### config.mk
export PLATFORM = sky130hd
export DESIGN_NAME = alu_op_issuer
export DESIGN_NICKNAME = d
export VERILOG_FILES = /design/src/rtl/alu_op_issuer.sv
export SDC_FILE = /design/constraint.sdc
export NUM_CORES = 1
export LEC_CHECK = 0
export CAP_MARGIN = 20
export CORE_ASPECT_RATIO = 0.6
export CORE_MARGIN = 4
export CORE_UTILIZATION = 45
export DETAILED_ROUTE_END_ITERATION = 8
export PLACE_DENSITY = 0.92
export SYNTH_ARGS = -nofsm -noshare
export SYNTH_HDL_FRONTEND = slang
export SYNTH_SLANG_ARGS = --single-unit
### constraint.sdc
create_clock -name clk -period 3.7 [get_ports clk]
set_input_delay 0.74 -clock clk [delete_from_list [all_inputs] [get_ports clk]]
set_output_delay 0.74 -clock clk [all_outputs]
set_load 0.03 [all_outputs]
### src/rtl/alu_op_issuer.sv
// alu_op_issuer: issues one ALU op at a time, holds operands until ready_i, registers the response.
// Optional macro ALU_OP_ISSUER_STATS_EN adds op/busy/timeout statistic counters.
module alu_op_issuer #(
  parameter int ALU_OP_WIDTH = 7,
  parameter int MAX_WAIT     = 64,
  parameter int CNT_WIDTH    = 8
) (
  input  logic                    clk,
  input  logic                    rst_n,
  input  logic                    req_valid_i,
  output logic                    req_ready_o,
  input  logic [ALU_OP_WIDTH-1:0] req_op_i,
  input  logic [31:0]             req_a_i,
  input  logic [31:0]             req_b_i,
  input  logic [31:0]             req_c_i,
  input  logic [1:0]              req_vector_mode_i,
  input  logic [4:0]              req_bmask_a_i,
  input  logic [4:0]              req_bmask_b_i,
  input  logic [1:0]              req_imm_vec_ext_i,
  input  logic [3:0]              req_clpx_i,
  output logic                    enable_o,
  output logic [ALU_OP_WIDTH-1:0] operator_o,
  output logic [31:0]             operand_a_o,
  output logic [31:0]             operand_b_o,
  output logic [31:0]             operand_c_o,
  output logic [1:0]              vector_mode_o,
  output logic [4:0]              bmask_a_o,
  output logic [4:0]              bmask_b_o,
  output logic [1:0]              imm_vec_ext_o,
  output logic                    is_clpx_o,
  output logic                    is_subrot_o,
  output logic [1:0]              clpx_shift_o,
  output logic                    ex_ready_o,
  input  logic [31:0]             result_i,
  input  logic                    comparison_result_i,
  input  logic                    ready_i,
  output logic                    rsp_valid_o,
  input  logic                    rsp_ready_i,
  output logic [31:0]             rsp_result_o,
  output logic                    rsp_cmp_o,
  output logic [ALU_OP_WIDTH-1:0] rsp_op_o,
  output logic [CNT_WIDTH-1:0]    rsp_cycles_o,
`ifdef ALU_OP_ISSUER_STATS_EN
  output logic                    rsp_timeout_o,
  output logic [31:0]             stat_ops_o,
  output logic [31:0]             stat_busy_o,
  output logic [15:0]             stat_timeouts_o
`else
  output logic                    rsp_timeout_o
`endif
);
  typedef enum logic [1:0] {IDLE, EXEC, RESP} state_e;
  localparam logic [31:0] CMAX = (32'd1 << CNT_WIDTH) - 32'd1;
  localparam logic [31:0] MAXW = 32'(MAX_WAIT);
  state_e                  state_q;
  logic [ALU_OP_WIDTH-1:0] operator_q, rsp_op_q;
  logic [31:0]             operand_a_q, operand_b_q, operand_c_q, rsp_result_q;
  logic [1:0]              vector_mode_q, imm_vec_ext_q;
  logic [4:0]              bmask_a_q, bmask_b_q;
  logic [3:0]              clpx_q;
  logic                    rsp_cmp_q, rsp_timeout_q;
  logic [CNT_WIDTH-1:0]    rsp_cycles_q, cycles_d;
  logic [31:0]             wait_q, wait_d;
  logic                    done, timeout;
  assign wait_d   = wait_q + 32'd1;
  assign cycles_d = CNT_WIDTH'(wait_d > CMAX ? CMAX : wait_d);
  assign timeout  = state_q == EXEC && !ready_i && wait_d == MAXW;
  assign done     = state_q == EXEC && (ready_i || wait_d == MAXW);
  // rst_n gates ready so nothing is accepted while reset is held
  assign req_ready_o   = rst_n && state_q == IDLE;
  assign enable_o      = state_q == EXEC;
  assign ex_ready_o    = enable_o && ready_i;
  assign rsp_valid_o   = state_q == RESP;
  assign operator_o    = operator_q;
  assign operand_a_o   = operand_a_q;
  assign operand_b_o   = operand_b_q;
  assign operand_c_o   = operand_c_q;
  assign vector_mode_o = vector_mode_q;
  assign bmask_a_o     = bmask_a_q;
  assign bmask_b_o     = bmask_b_q;
  assign imm_vec_ext_o = imm_vec_ext_q;
  assign is_clpx_o     = clpx_q[3];
  assign is_subrot_o   = clpx_q[2];
  assign clpx_shift_o  = clpx_q[1:0];
  assign rsp_result_o  = rsp_result_q;
  assign rsp_cmp_o     = rsp_cmp_q;
  assign rsp_op_o      = rsp_op_q;
  assign rsp_cycles_o  = rsp_cycles_q;
  assign rsp_timeout_o = rsp_timeout_q;
  always_ff @(posedge clk or negedge rst_n) begin
    if (!rst_n) begin
      state_q       <= IDLE;
      operator_q    <= '0;
      operand_a_q   <= '0;
      operand_b_q   <= '0;
      operand_c_q   <= '0;
      vector_mode_q <= '0;
      bmask_a_q     <= '0;
      bmask_b_q     <= '0;
      imm_vec_ext_q <= '0;
      clpx_q        <= '0;
      wait_q        <= '0;
      rsp_result_q  <= '0;
      rsp_cmp_q     <= 1'b0;
      rsp_op_q      <= '0;
      rsp_cycles_q  <= '0;
      rsp_timeout_q <= 1'b0;
    end else begin
      case (state_q)
        IDLE: if (req_valid_i) begin
          operator_q    <= req_op_i;
          operand_a_q   <= req_a_i;
          operand_b_q   <= req_b_i;
          operand_c_q   <= req_c_i;
          vector_mode_q <= req_vector_mode_i;
          bmask_a_q     <= req_bmask_a_i;
          bmask_b_q     <= req_bmask_b_i;
          imm_vec_ext_q <= req_imm_vec_ext_i;
          clpx_q        <= req_clpx_i;
          wait_q        <= '0;
          state_q       <= EXEC;
        end
        EXEC: if (done) begin
          rsp_result_q  <= ready_i ? result_i : 32'd0;
          rsp_cmp_q     <= ready_i && comparison_result_i;
          rsp_op_q      <= operator_q;
          rsp_cycles_q  <= cycles_d;
          rsp_timeout_q <= !ready_i;
          state_q       <= RESP;
        end else begin
          wait_q <= wait_d;
        end
        RESP: if (rsp_ready_i) state_q <= IDLE;
        default: state_q <= IDLE;
      endcase
    end
  end
`ifdef ALU_OP_ISSUER_STATS_EN
  logic [31:0] stat_ops_q, stat_busy_q;
  logic [15:0] stat_timeouts_q;
  assign stat_ops_o      = stat_ops_q;
  assign stat_busy_o     = stat_busy_q;
  assign stat_timeouts_o = stat_timeouts_q;
  always_ff @(posedge clk or negedge rst_n) begin
    if (!rst_n) begin
      stat_ops_q      <= '0;
      stat_busy_q     <= '0;
      stat_timeouts_q <= '0;
    end else begin
      stat_ops_q      <= stat_ops_q + 32'(rsp_valid_o && rsp_ready_i);
      stat_busy_q     <= stat_busy_q + 32'(enable_o);
      stat_timeouts_q <= stat_timeouts_q + 16'(timeout);
    end
  end
`else
  logic unused_timeout;
  assign unused_timeout = timeout;
`endif
endmodule
# Word-level counts from Yosys, hierarchy flattened
# Cells that the tools add are included.
dict set report op_classes {
  addsub 1
  magnitude_cmp 1
  n_eq_ne 7
  muxes 9
  reduce_logical 12
}
# operator n
set op_table {}
lappend op_table {{two-way mux 32 bit} 3}
lappend op_table {{case mux 32 bit (2 select lines)} 1}
lappend op_table {{adder 32 x 1 -> 32 bit (second input constant)} 1}
lappend op_table {{== test 32 x 7 -> 1 bit (second input constant)} 1}
lappend op_table {{> comparator 32 x 8 -> 1 bit (second input constant)} 1}
lappend op_table {{two-way mux 8 bit} 1}
lappend op_table {{two-way mux 2 bit} 3}
lappend op_table {{case mux 2 bit (3 select lines)} 1}
lappend op_table {{AND reduction 3 bit} 2}
lappend op_table {{logical AND 1 bit} 4}
lappend op_table {{inequality test 2 x 1 -> 1 bit (second input constant)} 2}
lappend op_table {{inequality test 2 bit (second input constant)} 2}
lappend op_table {{AND reduction 2 bit} 2}
lappend op_table {{== test 2 x 1 -> 1 bit (second input constant)} 1}
lappend op_table {{== test 2 bit (second input constant)} 1}
lappend op_table {{logical NOT 2 bit} 1}
lappend op_table {{nonzero test 2 bit} 1}
lappend op_table {{logical NOT 1 bit} 1}
lappend op_table {{logical OR 1 bit} 1}
dict set report word_totals {
  ff_bits 204
  inputBits 159
  output_inout_bits 174
  word_cells 46
}

# Logic depth before layout (Yosys ltp)
# Gate-level depths: netlist of run 1.
dict set report logic_depth {
  word_depth 6
  ltp_mapped 12
  depth_no_buf 9
}

# Least setup slack after synthesis of run 1
# Ideal clock, no wire load.
dict set report synth_path {
  path_type {flip-flop to flip-flop}
  startpoint {reg wait_q[0]}
  endpoint {reg rsp_op_q[0] (netlist: rsp_op_o[0])}
  setup_ps 128
  t_arrival_ps 3056
  required_time_ps 3572
  path_slack_ps 516
  path_stages_with_launch 12
  n_path_buf 2
  path_cell_list {dfrtp_1 > ha_1 > nand4_2 > or4_1 > buf_2 > or4b_1 > o211ai_2 > o21ai_2 > nor4_2 > nor2_1 > buf_4 > mux2_1}
}
dict set report synth_between {
  elab_chain_cells 5
}
# element line
set synth_rtl {}
lappend synth_rtl {{start: declaration} 63} ;# logic [31:0] wait_q, wait_d;
lappend synth_rtl {{start signal: assignment} 131} ;# wait_q <= wait_d;
lappend synth_rtl {{adder 32 x 1 -> 32 bit} 65} ;# assign wait_d = wait_q + 32'd1;
lappend synth_rtl {{== test 32 x 7 -> 1 bit} 68} ;# assign done = state_q == EXEC && (ready_i || wait_d == MAXW);
lappend synth_rtl {{logical OR 1 bit} 68}
lappend synth_rtl {{logical AND 1 bit} 68}
lappend synth_rtl {{AND reduction 2 bit (no source line)} --}
lappend synth_rtl {{end signal: assignment} 126} ;# rsp_op_q <= operator_q;
lappend synth_rtl {{end: declaration} 56} ;# logic [ALU_OP_WIDTH-1:0] operator_q, rsp_op_q;
# No other way between the ends.
# A chain may end at the register's enable or synchronous reset.

# Worst setup path after layout of run 1
dict set report layout_path {
  startpoint {reg wait_q[0]}
  endpoint {reg wait_q[7]}
}
dict set report layout_between {
  elab_chain_cells 6
}
# element line
set layout_rtl {}
lappend layout_rtl {{adder 32 x 1 -> 32 bit (*)} 65}
lappend layout_rtl {{== test 32 x 7 -> 1 bit} 68}
lappend layout_rtl {{logical OR 1 bit} 68}
lappend layout_rtl {{logical AND 1 bit} 68}
lappend layout_rtl {{inequality test 2 bit (no source line)} --}
lappend layout_rtl {{AND reduction 3 bit (no source line)} --}
# Every way passes the cells marked *; elsewhere a longest branch is shown, timed or not. The select of a mux whose other input is x is not followed.

==> results.md, run 1 <==
* CTS tree: yes
* Setup Skew at 0.0123 ns
* Share of cells above drive strength 1 at 0.0521
* Leakage power at 6.00 nW
* Iter 0 DRT Violations at 809
* Reg-to-reg endpoint: wait_q[7]$_DFFE_PN0P_
* Number of primary I/O pins at 333
* Sw Ratio at 0.431
* Critical path's top delay family: simple AND/OR/NAND/NOR gates
* Most common cell in the netlist: nand2_1
* Vias in the first global route at 8401
* Area leader, netlist: dfrtp_1
* Count of final setup violators at 0
* Overall routed net length at 29000 um
* Critical Path AT at 3.85 ns
* Placed Area at 12500 um2
* Drt via density at 5.33
* Worst hold path class: input pin to asynchronous set/reset pin
* Int Pwr at 6.49 mW
* Inserted Clock Buffers at 20
* Largest net degree at the start of global routing at 172
* Combinational group share of total power at 0.516
* Clk pin slew, worst setup/hold paths at 0.06 ns
* Total power at 11.4 mW
* Die area at 22100 um2
* Gr usage total at 0.255
* CORE AREA at 19200 um2
* Rows at 39
* R2r startpoint: wait_q[0]$_DFFE_PN0P_
* Layout area overhead at 47.3%
* Worst Tran Pin Value at 0.894 ns
* Final hold vios at 0
* Synth top area cells: dfrtp_1, nand2_1, a22o_1
* Port Buffers at 332
* Hold buffer count at cts at 0
* Final Cell Area at 13100 um2
* Fin crit period at 3.45 ns
* Antenna Nets Post-Route at 0
* Reg-to-reg slack, setup at 0.25 ns
* Synth top cells by count: nand2_1, dfrtp_1, clkbuf_1, a22o_1
* Cell variety after synth at 56
* Placed instance count at 1518
* Post-synthesis cell count at 963
* Clock share of power at 0.162
* Synth top area share at 0.575
* Worst Setup Start Kind: register
* Filler-free cell count of the finished design at 1553
* Starting Density at 0.463
* Cell Area, Synth at 8880 um2
* Clock Latency Late Sink at 0.49 ns
* H-tree depth at 1
* Sequential Power Share at 0.323
* Final nets at 1440
* DRC at 0
* Critical path class: register to register
* Max Root-Sink Buffers at 3
* Global route total overflow at 0
* DPL Wire Length at 20500 um
* Slew HR at 0.404
* CP max stage delay at 0.65 ns
* Die Span X at 189 um
* Sequential area share after synthesis at 0.575
* Syn_nets at 1124
* Setup crit end kind: register
* Fillers at 1394
* Initial antenna violation count at 1
* Setup WS pre-CTS at -0.0827 ns
* Cell Chain, Critical Path: ha_1 -> nand4_2 -> or4_4 -> or4b_1 -> o211ai_2 -> o21ai_2 -> o41ai_4 -> buf_12 -> a22oi_1 -> o21ai_0
* Async set-reset flop share out of synthesis at 1.00
* Status: complete, no violations
* FF+latch count, synth at 204
* Main synth FF type: dfrtp_1
* Req. time, crit path at 4.10 ns
* Final worst setup slack at 0.248 ns
* Vert. Die Dim at 117 um
* Routability Congestion at 0.920
* VDD IR max at 0.607 mV
* Slew Viols, Final at 0
* Clock Tree Root: clkbuf_16
* Fin util at 0.682
* Drt pass-1 iters at 6
* Synth Warn # at 0
* Power per cell area at 872 nW/um2
* WP buf/inv at 1
* Worst-path maximum fanout at 48
* First-pass GRT wire length at 45100 um
* Max-Cap Viols at 0
* Tcrit/Tclk final at 0.933
* EDFF count, synth at 0
* Worst r2r path cells at 10
* Max frequency at 290 MHz
* Routed vias at 8277
* Crit path max-delay cell type: or4_4
* Synth Area per Inst at 9.22 um2
* Clock sinks at 204
* Avg WL per Cell at 18.7 um
* P_sw at 4.91 mW
worst max-delay path by stage:
stage                          start  slack (ns)  depth (start not counted)                      endpoint
2_1_floorplan  wait_q[0]$_DFFE_PN0P_        0.52                         11       rsp_op_o[0]$_DFFE_PN0P_
3_3_place_gp   wait_q[0]$_DFFE_PN0P_        0.14                         10  rsp_result_o[12]$_DFFE_PN0P_
3_5_place_dp   wait_q[0]$_DFFE_PN0P_       -0.08                         10   rsp_result_o[7]$_DFFE_PN0P_
4_1_cts        wait_q[0]$_DFFE_PN0P_        0.08                         11  rsp_result_o[19]$_DFFE_PN0P_
5_1_grt        wait_q[0]$_DFFE_PN0P_      -0.003                         12        wait_q[12]$_DFFE_PN0P_
6_report       wait_q[0]$_DFFE_PN0P_        0.25                         10         wait_q[7]$_DFFE_PN0P_
final cells by class:
cell class                      count  area [um2]  share of cell area
Inverter                           28         105             0.00804
Antenna cell                        1        2.50            0.000191
Multi-Input combinational cell    668        3410               0.261
Sequential cell                   204        5100               0.390
Tap cell                          266         333              0.0255
Clock buffer                       29         566              0.0433
Timing Repair Buffer              357        3550               0.271
power by group through the flow:
stage	registers [mW]	clock network (mW)	logic, mW
after floorplan	5.39	0	1.48
after global placement	3.63	0	5.75
after detailed placement	3.68	0	5.88
after CTS	3.68	1.89	5.91
after global routing	3.79	1.98	6.23
final	3.68	1.84	5.88
layer usage:
layer,global-route usage,wire (um)
met5,0,0
met4,0.0602,775
met3,0.0723,2770
met2,0.432,13900
met1,0.332,11500
registers in the layout, summed over array words and instances (netlist names):
signal,flops
bmask_a_o,5
imm_vec_ext_o,2
rsp_cycles_o,8
operator_o,7
operand_b_o,32
rsp_cmp_o,1
vector_mode_o,2
rsp_op_o,7
wait_q,32
bmask_b_o,5
rsp_timeout_o,1
operand_a_o,32
operand_c_o,32
rsp_result_o,32
state_q,2
clpx_q,4
repair_timing:
| item | CTS | global route |
|---|---|---|
| pin swaps | 1 | 1 |
| setup endpoints to repair | 33 | 66 |
| cloned | 0 | 0 |
| setup buffers | 2 | 3 |
| resized for setup | 1 | 2 |
layout by cell type (no fill, tap or decap), drive strengths merged, types with 8 or more instances in the layout:
| cell type | count |
|---|---|
| a22oi | 17 |
| inv | 27 |
| a22o | 33 |
| nor2 | 23 |
| o21ai | 29 |
| dfrtp | 204 |
| nand3 | 27 |
| a21oi | 11 |
| nor3 | 16 |
| nand2 | 387 |
| clkdlybuf4s50 | 330 |
| nor4 | 10 |
| buf | 26 |
| or3 | 10 |
| clkbuf | 30 |
| nand4 | 17 |
| or4 | 8 |
cell families (layout without fill, tap and decap cells):
| logic type | after synthesis | count (layout) | synth area share |
|---|---|---|---|
| mux | 11 | 11 | 0.0134 |
| other cells | 0 | 1 | 0 |
| simple gates | 523 | 523 | 0.254 |
| flops | 204 | 204 | 0.575 |
| compound gates | 121 | 121 | 0.0994 |
| fa+ha+maj | 2 | 2 | 0.00282 |
| buf+inv | 91 | 414 | 0.0445 |
| xor+xnor | 11 | 11 | 0.0109 |
stage by stage:
stage	hold slack, ns	TNS (ns)
detailed placement	0.461	-2.03
CTS	0.158	0
floorplan	0.444	0
global placement	0.457	0
global route	0.169	-0.00325
finish	0.166	0
(Power assumes the default switching activity.)
==> inputs of run 2 (changes only) <==
--- a/config.mk
+++ b/config.mk
@@ -6,7 +6,6 @@
 export NUM_CORES = 1
 export LEC_CHECK = 0
 export CAP_MARGIN = 20
-export CORE_ASPECT_RATIO = 0.6
 export CORE_MARGIN = 4
 export CORE_UTILIZATION = 45
 export DETAILED_ROUTE_END_ITERATION = 8
==> run 2 against run 1 <==
Wire length is 1.2% higher; fmax is 1.8% lower; clock power is 29% higher; die area is 0.33% lower; sequential cell count stayed put; total power is 5.3% higher; highest routed layer unchanged; via count is 0.85% higher.
==> results.md, run 2 (synthesis results as in run 1) <==
* Critical path class: register to register
* Setup crit end kind: register
* Global route total overflow at 0
* Max frequency at 284 MHz
* Die area at 22000 um2
* Routability Congestion at 0.892
* Critical Path AT at 3.90 ns
* Fin crit period at 3.52 ns
* Rows at 51
* Inserted Clock Buffers at 23
* Critical path's top delay family: simple AND/OR/NAND/NOR gates
* Final hold vios at 0
* DRC at 0
* Share of cells above drive strength 1 at 0.0648
* Worst Tran Pin Value at 0.975 ns
* Final Cell Area at 13300 um2
* Largest net degree at the start of global routing at 99
* Vert. Die Dim at 148 um
* Gr usage total at 0.255
* Clock sinks at 204
* Overall routed net length at 29300 um
* Vias in the first global route at 8551
* Placed Area at 12500 um2
* H-tree depth at 1
* Slew Viols, Final at 0
* Clk pin slew, worst setup/hold paths at 0.06 ns
* Setup WS pre-CTS at 0.152 ns
* Clock Latency Late Sink at 0.51 ns
* Port Buffers at 332
* Starting Density at 0.456
* Multi-input gate area at 3410 um2
* Final worst setup slack at 0.185 ns
* Drt via density at 5.33
* Max Root-Sink Buffers at 3
* Fin util at 0.684
* Drt pass-1 iters at 6
* Clock Tree Root: clkbuf_16
* Worst-path maximum fanout at 28
* Setup TNS at 0 ns
* Most frequent cells in the layout: nand2_1, clkdlybuf4s50_1, dfrtp_1, a22o_1
* Fillers at 1381
* WP buf/inv at 1
* DPL Wire Length at 20100 um
* Worst hold path class: input pin to asynchronous set/reset pin
* Antenna Nets Post-Route at 0
* Req. time, crit path at 4.09 ns
* Cell Chain, Critical Path: ha_2 -> nand4_2 -> or4_4 -> or4b_1 -> o211ai_2 -> o21ai_2 -> nor4_2 -> nor2_4 -> buf_12 -> a22o_1
* Crit path max-delay cell type: or4_4
* Status: complete, no violations
* Routed vias at 8347
* Leakage power at 6.11 nW
* Count of final setup violators at 0
* Sequential cell area at 5110 um2
* Slew HR at 0.350
* RSZ-0062 raised after global routing: no
* Power per cell area at 901 nW/um2
* CTS tree: yes
* First-pass GRT wire length at 45400 um
* Worst Setup Start Kind: register
* Layout area overhead at 50.0%
* CP max stage delay at 0.61 ns
* Die Span X at 148 um
* VDD IR max at 0.622 mV
* Iter 0 DRT Violations at 723
* Commonest non-fill, non-tap cell in the layout: nand2_1
* Initial antenna violation count at 4
* Tcrit/Tclk final at 0.950
* Setup Skew at 0.0108 ns
* Critical Path Start: wait_q[0]$_DFFE_PN0P_
* CORE AREA at 19500 um2
* Number of primary I/O pins at 333
* Max-Cap Viols at 0
* Final nets at 1442
* R2r startpoint: wait_q[0]$_DFFE_PN0P_
* Avg WL per Cell at 18.7 um
* Hold buffer count at cts at 0
-- run 2: cell count changes in the layout (fill, tap and decap cells not counted), moves of 2 or more --
cell	delta
clkbuf_1	-4
bufinv_16	+3
clkinvlp_4	+2
clkbuf_8	+2
buf_4	-4
diode_2	+3
clkbuf_16	+3
clkinv_2	+4
buf_6	+2
-- run 2: timing repair --
item / CTS / global route
endpoints found under the setup margin: 0 / 46
gates resized for setup: 0 / 5
buffers inserted: 0 / 1
-- run 2: layout make-up --
| type | instances | area share |
|---|---|---|
| timing repair buffer | 356 | 0.268 |
| antenna | 4 | 0.000752 |
| tap | 265 | 0.0249 |
| inverter | 28 | 0.00789 |
| clock buffer | 29 | 0.0472 |
| sequential | 204 | 0.383 |
| multi-input combinational | 668 | 0.256 |
| clock inverter | 12 | 0.0122 |
-- run 2: path summary, 6_finish.rpt --
path	endpoint	slack, ns	depth (start not counted)
min in group clk	operand_a_o[15]$_DFFE_PN0P_	0.47	2
setup reg to reg	rsp_result_o[18]$_DFFE_PN0P_	0.18	10
hold / removal	rsp_result_o[24]$_DFFE_PN0P_	0.12	1
setup / recovery	rsp_result_o[18]$_DFFE_PN0P_	0.18	10
max in group asynchronous	wait_q[2]$_DFFE_PN0P_	1.82	3
hold reg to reg	operand_a_o[15]$_DFFE_PN0P_	0.47	2
-- run 2: routing by layer --
| layer | wire [um] | global-route usage |
|---|---|---|
| met5 | 0 | 0 |
| met4 | 1280 | 0.111 |
| met3 | 2640 | 0.0810 |
| met2 | 14600 | 0.431 |
| met1 | 10800 | 0.300 |
-- run 2: stage by stage --
stage | hold WS [ns] | power, mW | instances
after floorplan | 0.444 | 6.87 | 963
after global placement | 0.457 | 9.39 | 1518
after detailed placement | 0.462 | 9.56 | 1518
after CTS | 0.111 | 12.0 | 1559
after global routing | 0.115 | 12.6 | 1566
final | 0.123 | 12.0 | 1566
-- run 2: report_power, final --
| group | leakage (nW) | switching (mW) | internal [mW] | total, mW |
|---|---|---|---|---|
| Combinational | 3.16 | 3.60 | 2.31 | 5.91 |
| Sequential | 2.57 | 0.570 | 3.14 | 3.71 |
| Clock | 0.385 | 0.946 | 1.43 | 2.37 |
| Total | 6.11 | 5.12 | 6.88 | 12.0 |
